==> config.mk <==
export PLATFORM = sky130hd
export DESIGN_NAME = des_block_sequencer_flat
export DESIGN_NICKNAME = d
export VERILOG_FILES = /design/src/rtl/des_pkg.sv /design/src/rtl/des_block_sequencer_if.sv /design/src/rtl/des_chain_reg.sv /design/src/rtl/des_block_sequencer.sv /design/src/flat_wrapper.sv
export SDC_FILE = /design/constraint.sdc
export NUM_CORES = 1
export LEC_CHECK = 0
export ABC_AREA = 1
export CELL_PAD_IN_SITES_DETAIL_PLACEMENT = 0
export CELL_PAD_IN_SITES_GLOBAL_PLACEMENT = 1
export CORE_MARGIN = 10
export CORE_UTILIZATION = 25
export DETAILED_ROUTE_END_ITERATION = 10
export GPL_TIMING_DRIVEN = 0
export PLACE_DENSITY_LB_ADDON = 0.1
export SLEW_MARGIN = 10
export SYNTH_ARGS = -nofsm -noshare
export SYNTH_HDL_FRONTEND = slang
export SYNTH_SLANG_ARGS = --single-unit
==> constraint.sdc <==
create_clock -name clk -period 1.9 [get_ports clk]
set_input_delay 0.38 -clock clk [delete_from_list [all_inputs] [get_ports clk]]
set_output_delay 0.38 -clock clk [all_outputs]
set_load 0.005 [all_outputs]
==> src/rtl/des_pkg.sv <==
// ---------------------------------------------------------------------------
// des_pkg
// Shared definitions for the DES block sequencer slice.
//   DES_BLOCK_W : width of a DES data block (64)
//   DES_KEY_W   : width of a DES key including parity bits (64)
//   seq_state_t : sequencer state encoding
// ---------------------------------------------------------------------------
package des_pkg;

    localparam int DES_BLOCK_W = 64;
    localparam int DES_KEY_W   = 64;

    typedef enum logic [1:0] {
        S_IDLE  = 2'd0,
        S_RUN   = 2'd1,
        S_DRAIN = 2'd2,
        S_OUT   = 2'd3
    } seq_state_t;

endpackage

==> src/rtl/des_block_sequencer_if.sv <==
// ---------------------------------------------------------------------------
// des_block_sequencer_if
// Block stream handshakes of the DES block sequencer.
//   in_data / in_valid / in_ready    : input block (producer -> sequencer)
//   out_data / out_valid / out_ready : result block (sequencer -> consumer)
// Modports:
//   master : the environment side (drives input block, accepts results)
//   slave  : the sequencer side
// ---------------------------------------------------------------------------
interface des_block_sequencer_if;
    import des_pkg::*;

    logic [DES_BLOCK_W-1:0] in_data;
    logic                   in_valid;
    logic                   in_ready;
    logic [DES_BLOCK_W-1:0] out_data;
    logic                   out_valid;
    logic                   out_ready;

    modport master (
        output in_data, in_valid, out_ready,
        input  in_ready, out_data, out_valid
    );

    modport slave (
        input  in_data, in_valid, out_ready,
        output in_ready, out_data, out_valid
    );

endinterface

==> src/rtl/des_chain_reg.sv <==
// ---------------------------------------------------------------------------
// des_chain_reg
// CBC chaining register with IV load and the pre/post XOR around the core.
// Ports:
//   clk, rst_n     : clock, synchronous active-low reset (chain cleared)
//   iv_load_en     : load iv_in into the chain register
//   iv_in          : IV value
//   update_en      : replace the chain with update_val (block completed)
//   update_val     : new chain value (ciphertext of the finished block)
//   pre_dir/pre_in : direction and block entering the core (0=encrypt)
//   pre_out        : encrypt: pre_in ^ chain, decrypt: pre_in
//   post_dir/post_in : direction and core result
//   post_out       : encrypt: post_in, decrypt: post_in ^ chain
// ---------------------------------------------------------------------------
module des_chain_reg
    import des_pkg::*;
(
    input  logic                   clk,
    input  logic                   rst_n,
    input  logic                   iv_load_en,
    input  logic [DES_BLOCK_W-1:0] iv_in,
    input  logic                   update_en,
    input  logic [DES_BLOCK_W-1:0] update_val,
    input  logic                   pre_dir,
    input  logic [DES_BLOCK_W-1:0] pre_in,
    output logic [DES_BLOCK_W-1:0] pre_out,
    input  logic                   post_dir,
    input  logic [DES_BLOCK_W-1:0] post_in,
    output logic [DES_BLOCK_W-1:0] post_out
);

    logic [DES_BLOCK_W-1:0] chain_reg;

    // update_en and iv_load_en come from different sequencer states, so
    // they never coincide; the completed block still takes priority.
    always_ff @(posedge clk) begin
        if (!rst_n) begin
            chain_reg <= '0;
        end else if (update_en) begin
            chain_reg <= update_val;
        end else if (iv_load_en) begin
            chain_reg <= iv_in;
        end
    end

    assign pre_out  = pre_dir  ? pre_in            : (pre_in ^ chain_reg);
    assign post_out = post_dir ? (post_in ^ chain_reg) : post_in;

endmodule

==> src/rtl/des_block_sequencer.sv <==
// ---------------------------------------------------------------------------
// des_block_sequencer
// Feeds one 64-bit block at a time to an external DES core and returns the
// result, with a watchdog on the core's done response.
// Optional feature macro: DES_CBC_MODE_EN (CBC chaining; default is ECB).
// Ports:
//   clk, rst_n             : clock, synchronous active-low reset
//   key_in, dir            : key and direction (0=enc, 1=dec), taken at accept
//   iv_in, iv_load         : IV value and load strobe (CBC builds only)
//   bus                    : input/result block handshakes (slave modport)
//   core_start_encrypt/_decrypt : start levels to the core
//   core_key, core_text    : key and block presented to the core
//   core_done_encrypt/_decrypt, core_result : core completion and output
//   busy                   : a block is in flight
//   timeout_err            : sticky, core failed to answer in DONE_TIMEOUT
// ---------------------------------------------------------------------------
module des_block_sequencer
    import des_pkg::*;
#(
    parameter int DONE_TIMEOUT = 32
)
(
    input  logic                   clk,
    input  logic                   rst_n,
    input  logic [DES_KEY_W-1:0]   key_in,
    input  logic                   dir,
    input  logic [DES_BLOCK_W-1:0] iv_in,
    input  logic                   iv_load,
    des_block_sequencer_if.slave   bus,
    output logic                   core_start_encrypt,
    output logic                   core_start_decrypt,
    output logic [DES_KEY_W-1:0]   core_key,
    output logic [DES_BLOCK_W-1:0] core_text,
    input  logic                   core_done_encrypt,
    input  logic                   core_done_decrypt,
    input  logic [DES_BLOCK_W-1:0] core_result,
    output logic                   busy,
    output logic                   timeout_err
);

    localparam int CNT_W = $clog2(DONE_TIMEOUT + 1);
    localparam logic [CNT_W-1:0] CNT_LAST = CNT_W'(DONE_TIMEOUT - 1);

    seq_state_t             state_reg;
    logic                   dir_reg;
    logic [DES_KEY_W-1:0]   key_reg;
    logic [DES_BLOCK_W-1:0] text_reg;
    logic [DES_BLOCK_W-1:0] out_data_reg;
    logic                   out_valid_reg;
    logic                   start_enc_reg;
    logic                   start_dec_reg;
    logic                   timeout_reg;
    logic                   discard_reg;
    logic [CNT_W-1:0]       cnt_reg;

    logic                   done_any;
    logic                   done_match;
    logic                   iv_block;
    logic                   accept;
    logic                   out_fire;
    logic [DES_BLOCK_W-1:0] pre_text;
    logic [DES_BLOCK_W-1:0] post_data;

    assign done_any   = core_done_encrypt | core_done_decrypt;
    // Only the done line of the running direction counts.
    assign done_match = dir_reg ? core_done_decrypt : core_done_encrypt;
    // A new block is refused while the core still reports done from the
    // previous one, so a stale done can never complete the next block.
    assign bus.in_ready = (state_reg == S_IDLE) && !iv_block && !done_any;
    assign accept       = bus.in_valid && bus.in_ready;
    assign out_fire     = (state_reg == S_OUT) && bus.out_ready;

`ifdef DES_CBC_MODE_EN
    logic [DES_BLOCK_W-1:0] chain_update_val;

    // Encrypt chains on the produced ciphertext, decrypt on the consumed one.
    assign chain_update_val = dir_reg ? text_reg : out_data_reg;
    assign iv_block         = iv_load;

    des_chain_reg u_chain (
        .clk        (clk),
        .rst_n      (rst_n),
        .iv_load_en (iv_load && (state_reg == S_IDLE)),
        .iv_in      (iv_in),
        .update_en  (out_fire),
        .update_val (chain_update_val),
        .pre_dir    (dir),
        .pre_in     (bus.in_data),
        .pre_out    (pre_text),
        .post_dir   (dir_reg),
        .post_in    (core_result),
        .post_out   (post_data)
    );
`else
    logic unused_iv;

    assign pre_text  = bus.in_data;
    assign post_data = core_result;
    assign iv_block  = 1'b0;
    assign unused_iv = ^{iv_in, iv_load};
`endif

    always_ff @(posedge clk) begin
        if (!rst_n) begin
            state_reg     <= S_IDLE;
            dir_reg       <= 1'b0;
            key_reg       <= '0;
            text_reg      <= '0;
            out_data_reg  <= '0;
            out_valid_reg <= 1'b0;
            start_enc_reg <= 1'b0;
            start_dec_reg <= 1'b0;
            timeout_reg   <= 1'b0;
            discard_reg   <= 1'b0;
            cnt_reg       <= '0;
        end else begin
            case (state_reg)
                S_IDLE: begin
                    if (accept) begin
                        key_reg       <= key_in;
                        dir_reg       <= dir;
                        text_reg      <= pre_text;
                        cnt_reg       <= '0;
                        start_enc_reg <= !dir;
                        start_dec_reg <= dir;
                        state_reg     <= S_RUN;
                    end
                end
                S_RUN: begin
                    if (done_match) begin
                        out_data_reg  <= post_data;
                        discard_reg   <= 1'b0;
                        start_enc_reg <= 1'b0;
                        start_dec_reg <= 1'b0;
                        state_reg     <= S_DRAIN;
                    end else if (cnt_reg == CNT_LAST) begin
                        // Starts have now been held DONE_TIMEOUT cycles.
                        start_enc_reg <= 1'b0;
                        start_dec_reg <= 1'b0;
                        timeout_reg   <= 1'b1;
                        discard_reg   <= 1'b1;
                        state_reg     <= S_DRAIN;
                    end else begin
                        cnt_reg <= cnt_reg + CNT_W'(1);
                    end
                end
                S_DRAIN: begin
                    if (!done_any) begin
                        if (discard_reg) begin
                            state_reg <= S_IDLE;
                        end else begin
                            out_valid_reg <= 1'b1;
                            state_reg     <= S_OUT;
                        end
                    end
                end
                S_OUT: begin
                    if (bus.out_ready) begin
                        out_valid_reg <= 1'b0;
                        state_reg     <= S_IDLE;
                    end
                end
                default: state_reg <= S_IDLE;
            endcase
        end
    end

    assign bus.out_data       = out_data_reg;
    assign bus.out_valid      = out_valid_reg;
    assign core_start_encrypt = start_enc_reg;
    assign core_start_decrypt = start_dec_reg;
    assign core_key           = key_reg;
    assign core_text          = text_reg;
    assign busy               = (state_reg != S_IDLE);
    assign timeout_err        = timeout_reg;

endmodule

==> src/flat_wrapper.sv <==
// flat-port wrapper written by rule: the top's interface ports become plain ports
module des_block_sequencer_flat import des_pkg::*;
#(
    parameter int DONE_TIMEOUT = 32
)
  (clk, rst_n, key_in, dir, iv_in, iv_load, core_start_encrypt, core_start_decrypt, core_key, core_text, core_done_encrypt, core_done_decrypt, core_result, busy, timeout_err, bus_in_data, bus_in_valid, bus_out_ready, bus_in_ready, bus_out_data, bus_out_valid);
  des_block_sequencer_if bus_i ();
  input  logic clk;
  input  logic rst_n;
  input  logic [DES_KEY_W-1:0] key_in;
  input  logic dir;
  input  logic [DES_BLOCK_W-1:0] iv_in;
  input  logic iv_load;
  output logic core_start_encrypt;
  output logic core_start_decrypt;
  output logic [DES_KEY_W-1:0] core_key;
  output logic [DES_BLOCK_W-1:0] core_text;
  input  logic core_done_encrypt;
  input  logic core_done_decrypt;
  input  logic [DES_BLOCK_W-1:0] core_result;
  output logic busy;
  output logic timeout_err;
  input wire logic [$bits(bus_i.in_data)-1:0] bus_in_data;
  input wire logic [$bits(bus_i.in_valid)-1:0] bus_in_valid;
  input wire logic [$bits(bus_i.out_ready)-1:0] bus_out_ready;
  output wire logic [$bits(bus_i.in_ready)-1:0] bus_in_ready;
  output wire logic [$bits(bus_i.out_data)-1:0] bus_out_data;
  output wire logic [$bits(bus_i.out_valid)-1:0] bus_out_valid;
  assign bus_i.in_data = bus_in_data;
  assign bus_i.in_valid = bus_in_valid;
  assign bus_i.out_ready = bus_out_ready;
  assign bus_in_ready = bus_i.in_ready;
  assign bus_out_data = bus_i.out_data;
  assign bus_out_valid = bus_i.out_valid;
  des_block_sequencer #(.DONE_TIMEOUT(DONE_TIMEOUT)) u_core (.clk(clk), .rst_n(rst_n), .key_in(key_in), .dir(dir), .iv_in(iv_in), .iv_load(iv_load), .bus(bus_i), .core_start_encrypt(core_start_encrypt), .core_start_decrypt(core_start_decrypt), .core_key(core_key), .core_text(core_text), .core_done_encrypt(core_done_encrypt), .core_done_decrypt(core_done_decrypt), .core_result(core_result), .busy(busy), .timeout_err(timeout_err));
endmodule
==> impl_metrics.tcl, run 1 <==
set metrics [dict create \
    internal_power_mw 9.800 \
    grt_pass1_vias 7488 \
    power.share.clock_pct 36.2 \
    antenna_found_initial 2 \
    cts_buffer_depth 3 \
    pwr-share-seq_pct 37.9 \
    grt_usage_pct 16.37 \
    maxCapViolCount 0 \
    die_h_microns 191.9 \
    io_buffers 395 \
    drt.antenna.violating_nets 0 \
    fin_util_pct 43.89 \
    num_io_pins 462 \
    grt_pass1_wl_microns 46930 \
    cp.depth 1 \
    dr.pass1.iters 5 \
    place_area_sq_mm 0.01182 \
    status "finished, final reports clean" \
    core_sq_mm 0.02894 \
    die_area_sq_mm 0.03681 \
    arrival_ns 1.44 \
    first_iter_violations 247 \
    drive_gt1_share_pct 7.117 \
    insertion_delay_ns 0.52 \
    holdPathStages 3 \
    power.density_mw_per_mm2 1074 \
    critPathKind "reg -> out" \
    cp-start-kind "flip-flop" \
    max_freq_mhz 548.7 \
    worstSetupEndpointType "output pin" \
    die_w_microns 191.9 \
    vias 7594 \
    rows 62 \
    min_path_type "in -> reg" \
    synth_cells 951 \
    yosysSeqAreaShare_pct 55.85 \
    period_needed_ns 1.822 \
    leakage_nw 4.586 \
    peakVddDrop_mv 0.6051 \
    cp_max_fo 2 \
    nets 1639 \
    setup_viol 0 \
    switching_share_pct 28.19 \
    fin_skew_ns 0.006692 \
    cts_sinks 206 \
    cp_cell_sequence "clkdlybuf4s50_1" \
    cp_top_family "buffers and inverters" \
    gp_congestion 0.7596 \
    cts-root-buf "clkbuf_16" \
    worstMarginPinSlew_ns 0.5539 \
    syn_nets 1216 \
    routed_wl_microns 31900 \
    yosysWarnings 0 \
    ys_seq_elements 206 \
    worst_hold_slack_ns 0.4145 \
    syn2layout_area_growth_pct 72.02 \
    max_stage_delay_ns 0.60 \
    period_share_pct 95.92 \
    design_area_sq_mm 0.01270 \
    hold_viol_final 0 \
    wl_per_cell_microns 17.94 \
    cts_tree "done" \
    htree_levels 1 \
    cts.clk_slew.worst_paths_ns 0.06 \
    hpwl_microns 24640 \
    grt_overflow 0 \
    slew_headroom_pct 63.07 \
    cp.required_ns 1.52 \
    post_cts_buffers 0 \
    cts_made_buffers 26 \
    drv_slew 0 \
    synth_area_sq_mm 0.007383 \
    critPathSlowestCell "clkdlybuf4s50_1" \
    grt_max_degree 13 \
    vias_per_cell 4.271 \
    synth_area_per_cell_sq_um 7.764 \
    worst_slack_ns 0.07755 \
    p_sw_mw 3.847 \
    synth.distinct_cells 27 \
    drcViolationCount 0 \
    start_util_pct 25.52 \
    r2r_cells 9 \
    rsz0062_at_grt "no" \
    r2r_setup_slack_ns 0.34 \
    dp_slack_ns -0.1800 \
    crit_buf_inv 1 \
    combPwrFrac_pct 25.9 \
]
[power by group through the flow]
stage	sequential, mW	combinational [mW]	clock [mW]
3_5_place_dp	5.25	3.62	0
5_1_grt	5.24	3.98	5.27
3_3_place_gp	5.23	3.64	0
6_report	5.17	3.53	4.94
4_1_cts	5.17	3.63	5.12
2_1_floorplan	5.28	1.56	0
[final timing paths]
kind,start,endpoint
worst min register to register,u_core.bus.out_valid,u_core.bus.out_valid
worst min-delay path,bus_in_data[11],u_core.core_text[11]
worst max register to register,u_core.cnt_reg[0],u_core.cnt_reg[1]
worst max-delay path,u_core.core_key[13],core_key[13]
[synthesized netlist by cell type (all sizes together)]
cell type	number	area, sq um
nor3b	1	7.510
clkbuf	17	63.81
a31oi	1	6.260
a211oi	2	15.01
nor2	153	586.8
dfxtp	206	4124
nand3	8	57.56
nand2	292	1109
buf	47	299.0
nor3	2	10.01
a21oi	133	665.6
inv	18	70.07
o21ai	69	349.1
ha	1	12.51
nand3b	1	7.510
[worst min-delay path, delay by kind of cell]
family	cells	cell delay, ns
and+or+nand+nor	1	0.06
AOI/OAI and AO/OA	1	0.05
buffers and inverters	1	0.39
[metrics by stage]
stage | power (mW) | setup TNS [ns] | instances
floorplan | 6.836 | 0 | 951
global placement | 8.866 | -15.18 | 1730
detailed placement | 8.865 | -16.01 | 1730
CTS | 13.92 | 0 | 1775
global route | 14.49 | 0 | 1775
finish | 13.65 | 0 | 1778
[metal layers]
layer | GRT usage, % | part of all wire [%] | vias to the layer above
li1 | - | - | 3889
met1 | 18.60 | 41 | 3417
met2 | 27.74 | 47 | 256
met3 | 7.399 | 11 | 30
met4 | 3.305 | 1.4 | 2
met5 | 0 | 0.022 | -
[cells by family (layout without fill, tap and decap cells)]
kind of cell | Yosys count | after routing | synth area share [%]
simple gates | 457 | 457 | 24.08
compound gates | 205 | 205 | 14.03
buf+inv | 82 | 522 | 5.863
other cells | 0 | 3 | 0
flops | 206 | 206 | 55.86
fa+ha+maj | 1 | 1 | 0.1694
[cells in the final DEF, fill, tap and decap left out, types with 3 or more instances in the layout]
cell,instances
clkdlybuf4s50_1,391
nand2_1,289
dfxtp_1,204
nor2_1,150
a21oi_1,133
o21ai_0,68
clkbuf_16,27
buf_2,26
clkbuf_1,23
inv_1,13
clkbuf_8,9
buf_4,8
buf_6,8
nand3_1,6
buf_1,5
inv_2,4
diode_2,3
[final cells by class]
class	instances	area [sq um]
timing repair buffer	395	3955
inverter	18	70.07
clock inverter	3	42.54
multi-input combinational	663	2831
tap	384	480.5
clock buffer	42	822.0
buffer	64	362.8
sequential	206	4129
fill	2978	16230
antenna	3	7.507
[what timing repair did]
item / CTS / global route
resized for setup: 9 / 1
endpoints found under the setup margin: 3 / 1
hold buffers: 0 / 0
cloned: 0 / 0
Power figures use the tool's default switching activity.
==> run 2, diff against run 1 <==
--- a/config.mk
+++ b/config.mk
@@ -6,13 +6,12 @@
 export NUM_CORES = 1
 export LEC_CHECK = 0
 export ABC_AREA = 1
-export CELL_PAD_IN_SITES_DETAIL_PLACEMENT = 0
-export CELL_PAD_IN_SITES_GLOBAL_PLACEMENT = 1
-export CORE_MARGIN = 10
-export CORE_UTILIZATION = 25
+export CORE_AREA = 10 10 170 172
 export DETAILED_ROUTE_END_ITERATION = 10
+export DIE_AREA = 0 0 180 182
 export GPL_TIMING_DRIVEN = 0
-export PLACE_DENSITY_LB_ADDON = 0.1
+export PLACE_DENSITY = 0.68
+export SETUP_SLACK_MARGIN = 0.3
 export SLEW_MARGIN = 10
 export SYNTH_ARGS = -nofsm -noshare
 export SYNTH_HDL_FRONTEND = slang
==> constraint.sdc (replaced) <==
create_clock -name clk -period 1.6 [get_ports clk]
set_input_delay 0.32 -clock clk [delete_from_list [all_inputs] [get_ports clk]]
set_output_delay 0.32 -clock clk [all_outputs]
set_load 0.005 [all_outputs]
==> impl_metrics.tcl, run 2 (same netlist as run 1, synthesis figures left out) <==
set metrics [dict create \
    status "finished, final reports clean" \
    internal_power_mw 11.46 \
    first_iter_violations 301 \
    gp_congestion 0.8598 \
    worstSetupEndpointType "output pin" \
    htree_levels 1 \
    design_area_sq_mm 0.01296 \
    final.setup.tns_ns 0 \
    cts_sinks 206 \
    num_io_pins 462 \
    grt_max_degree 13 \
    die_area_sq_mm 0.03276 \
    io_buffers 395 \
    die_h_microns 182 \
    fin_util_pct 50.58 \
    cts-root-buf "clkbuf_16" \
    max_freq_mhz 628.0 \
    cp_max_fo 3 \
    period_share_pct 99.53 \
    holdBufCountCts 0 \
    hold_start "bus_in_data[51]" \
    reg2reg_from "u_core.state_reg[0]" \
    fin_skew_ns 0.009621 \
    worstMarginPinSlew_ns 0.7192 \
    cts.clk_slew.worst_paths_ns 0.06 \
    antenna_found_initial 4 \
    min_path_type "in -> reg" \
    drive_gt1_share_pct 38.52 \
    cts_buffer_depth 3 \
    die_w_microns 180 \
    pwr-share-seq_pct 38.4 \
    hold_viol_final 0 \
    start_util_pct 28.82 \
    vias_per_cell 4.479 \
    p_sw_mw 4.871 \
    peakVddDrop_mv 1.032 \
    hpwl_microns 23000 \
    rows 59 \
    critPathKind "reg -> out" \
    vias 7905 \
    grt_pass1_wl_microns 45770 \
    dr.pass1.iters 4 \
    routed_wl_microns 30660 \
    grt_pass1_vias 7895 \
    drcViolationCount 0 \
    cts_tree "done" \
    drv_slew 0 \
    cp-start-kind "flip-flop" \
    nets 1677 \
    leakage_nw 5.381 \
    setup_viol 0 \
    period_needed_ns 1.592 \
    final_common_cell "nand2_1" \
    crit_start "u_core.state_reg[0]" \
    grt_overflow 0 \
    arrival_ns 1.27 \
    cp.required_ns 1.28 \
    cts_made_buffers 23 \
    fill_cells 2419 \
    wl_per_cell_microns 17.37 \
    combPwrFrac_pct 30.0 \
    numPlacedInstances 1681 \
    switching_share_pct 29.83 \
    insertion_delay_ns 0.51 \
    place_area_sq_mm 0.01176 \
    power.density_mw_per_mm2 1260 \
    power.share.clock_pct 31.6 \
    rsz0062_at_grt "yes" \
    final-instance-count-excl-fill 1765 \
    drt.antenna.violating_nets 0 \
    syn2layout_area_growth_pct 75.48 \
    core_sq_mm 0.02562 \
    maxCapViolCount 0 \
    slew_headroom_pct 52.05 \
    dp_slack_ns -0.4690 \
    worst_slack_ns 0.007538 \
    grt_usage_pct 17.19 \
    layout_common_cells "280 x nand2_1, 197 x clkdlybuf4s50_1, 173 x dfxtp_2" \
]
[run 2: cell count changes in the layout (fill, tap and decap cells not counted), sizes merged]
| cell | change |
|---|---|
| buf | +224 |
| clkdlybuf4s50 | -194 |
| dlygate4sd2 | +5 |
| clkbuf | +2 |
| clkdlybuf4s15 | +2 |
| clkinv | +1 |
| clkinvlp | -1 |
| diode | -1 |
| dlymetal6s2s | -1 |
| inv | -1 |
[run 2: final cells by class]
type	count	area, sq um	share of cell area (%)
flip-flops and latches	206	4355	33.62
repair buffers	436	3669	28.31
multi-input cells	663	3115	24.05
clock buffers	39	685.7	5.292
plain buffers	64	573.1	4.423
well taps	335	419.2	3.235
inverters	18	95.09	0.7339
clock inverters	2	38.79	0.2994
diodes	2	5.005	0.03863
[run 2: power groups by stage]
stage / Clock [mW] / Sequential [mW] / Combinational, mW
floorplan: 0 / 6.27 / 1.85
global placement: 0 / 6.21 / 4.23
detailed placement: 0 / 6.24 / 4.24
CTS: 5.31 / 6.25 / 3.98
global route: 5.51 / 6.34 / 5.44
finish: 5.16 / 6.27 / 4.90
[run 2: metrics by stage]
stage               hold WS [ns]  power, mW
floorplan                 0.4485      8.118
global placement          0.4511      10.44
detailed placement        0.4540      10.48
CTS                       0.3316      15.54
global route              0.3462      17.29
finish                    0.3526      16.33
[run 2: per-layer routing]
metal | wire length, microns | up-vias | part of all wire, % | global-route usage, %
li1 | - | 3960 | - | -
met1 | 12370 | 3549 | 40 | 19.48
met2 | 14570 | 341 | 48 | 29.15
met3 | 2776 | 51 | 9.1 | 6.561
met4 | 903 | 4 | 2.9 | 5.624
met5 | 33 | - | 0.11 | 0
[run 2: repair_timing]
| item | in CTS | in global routing |
|---|---|---|
| resized for setup | 990 | 186 |
| pin swaps | 1 | 33 |
| cloned | 0 | 2 |
| setup endpoints to repair | 390 | 317 |
| setup buffers | 14 | 25 |
[run 2: worst max-delay path, stage by stage (launching register included)]
cell and delay (ns):
dfxtp_4 0.36, nor2_4 0.13, inv_2 0.06, nor3_2 0.09
buf_2 0.13
[run 2: final timing paths]
check | endpoint | slack [ns] | cells after the start
hold reg to reg | u_core.bus.out_data[26] | 0.46 | 2
setup / recovery | bus_in_ready | 0.008 | 4
setup reg to reg | u_core.core_text[14] | 0.03 | 9
hold / removal | u_core.core_text[51] | 0.35 | 3
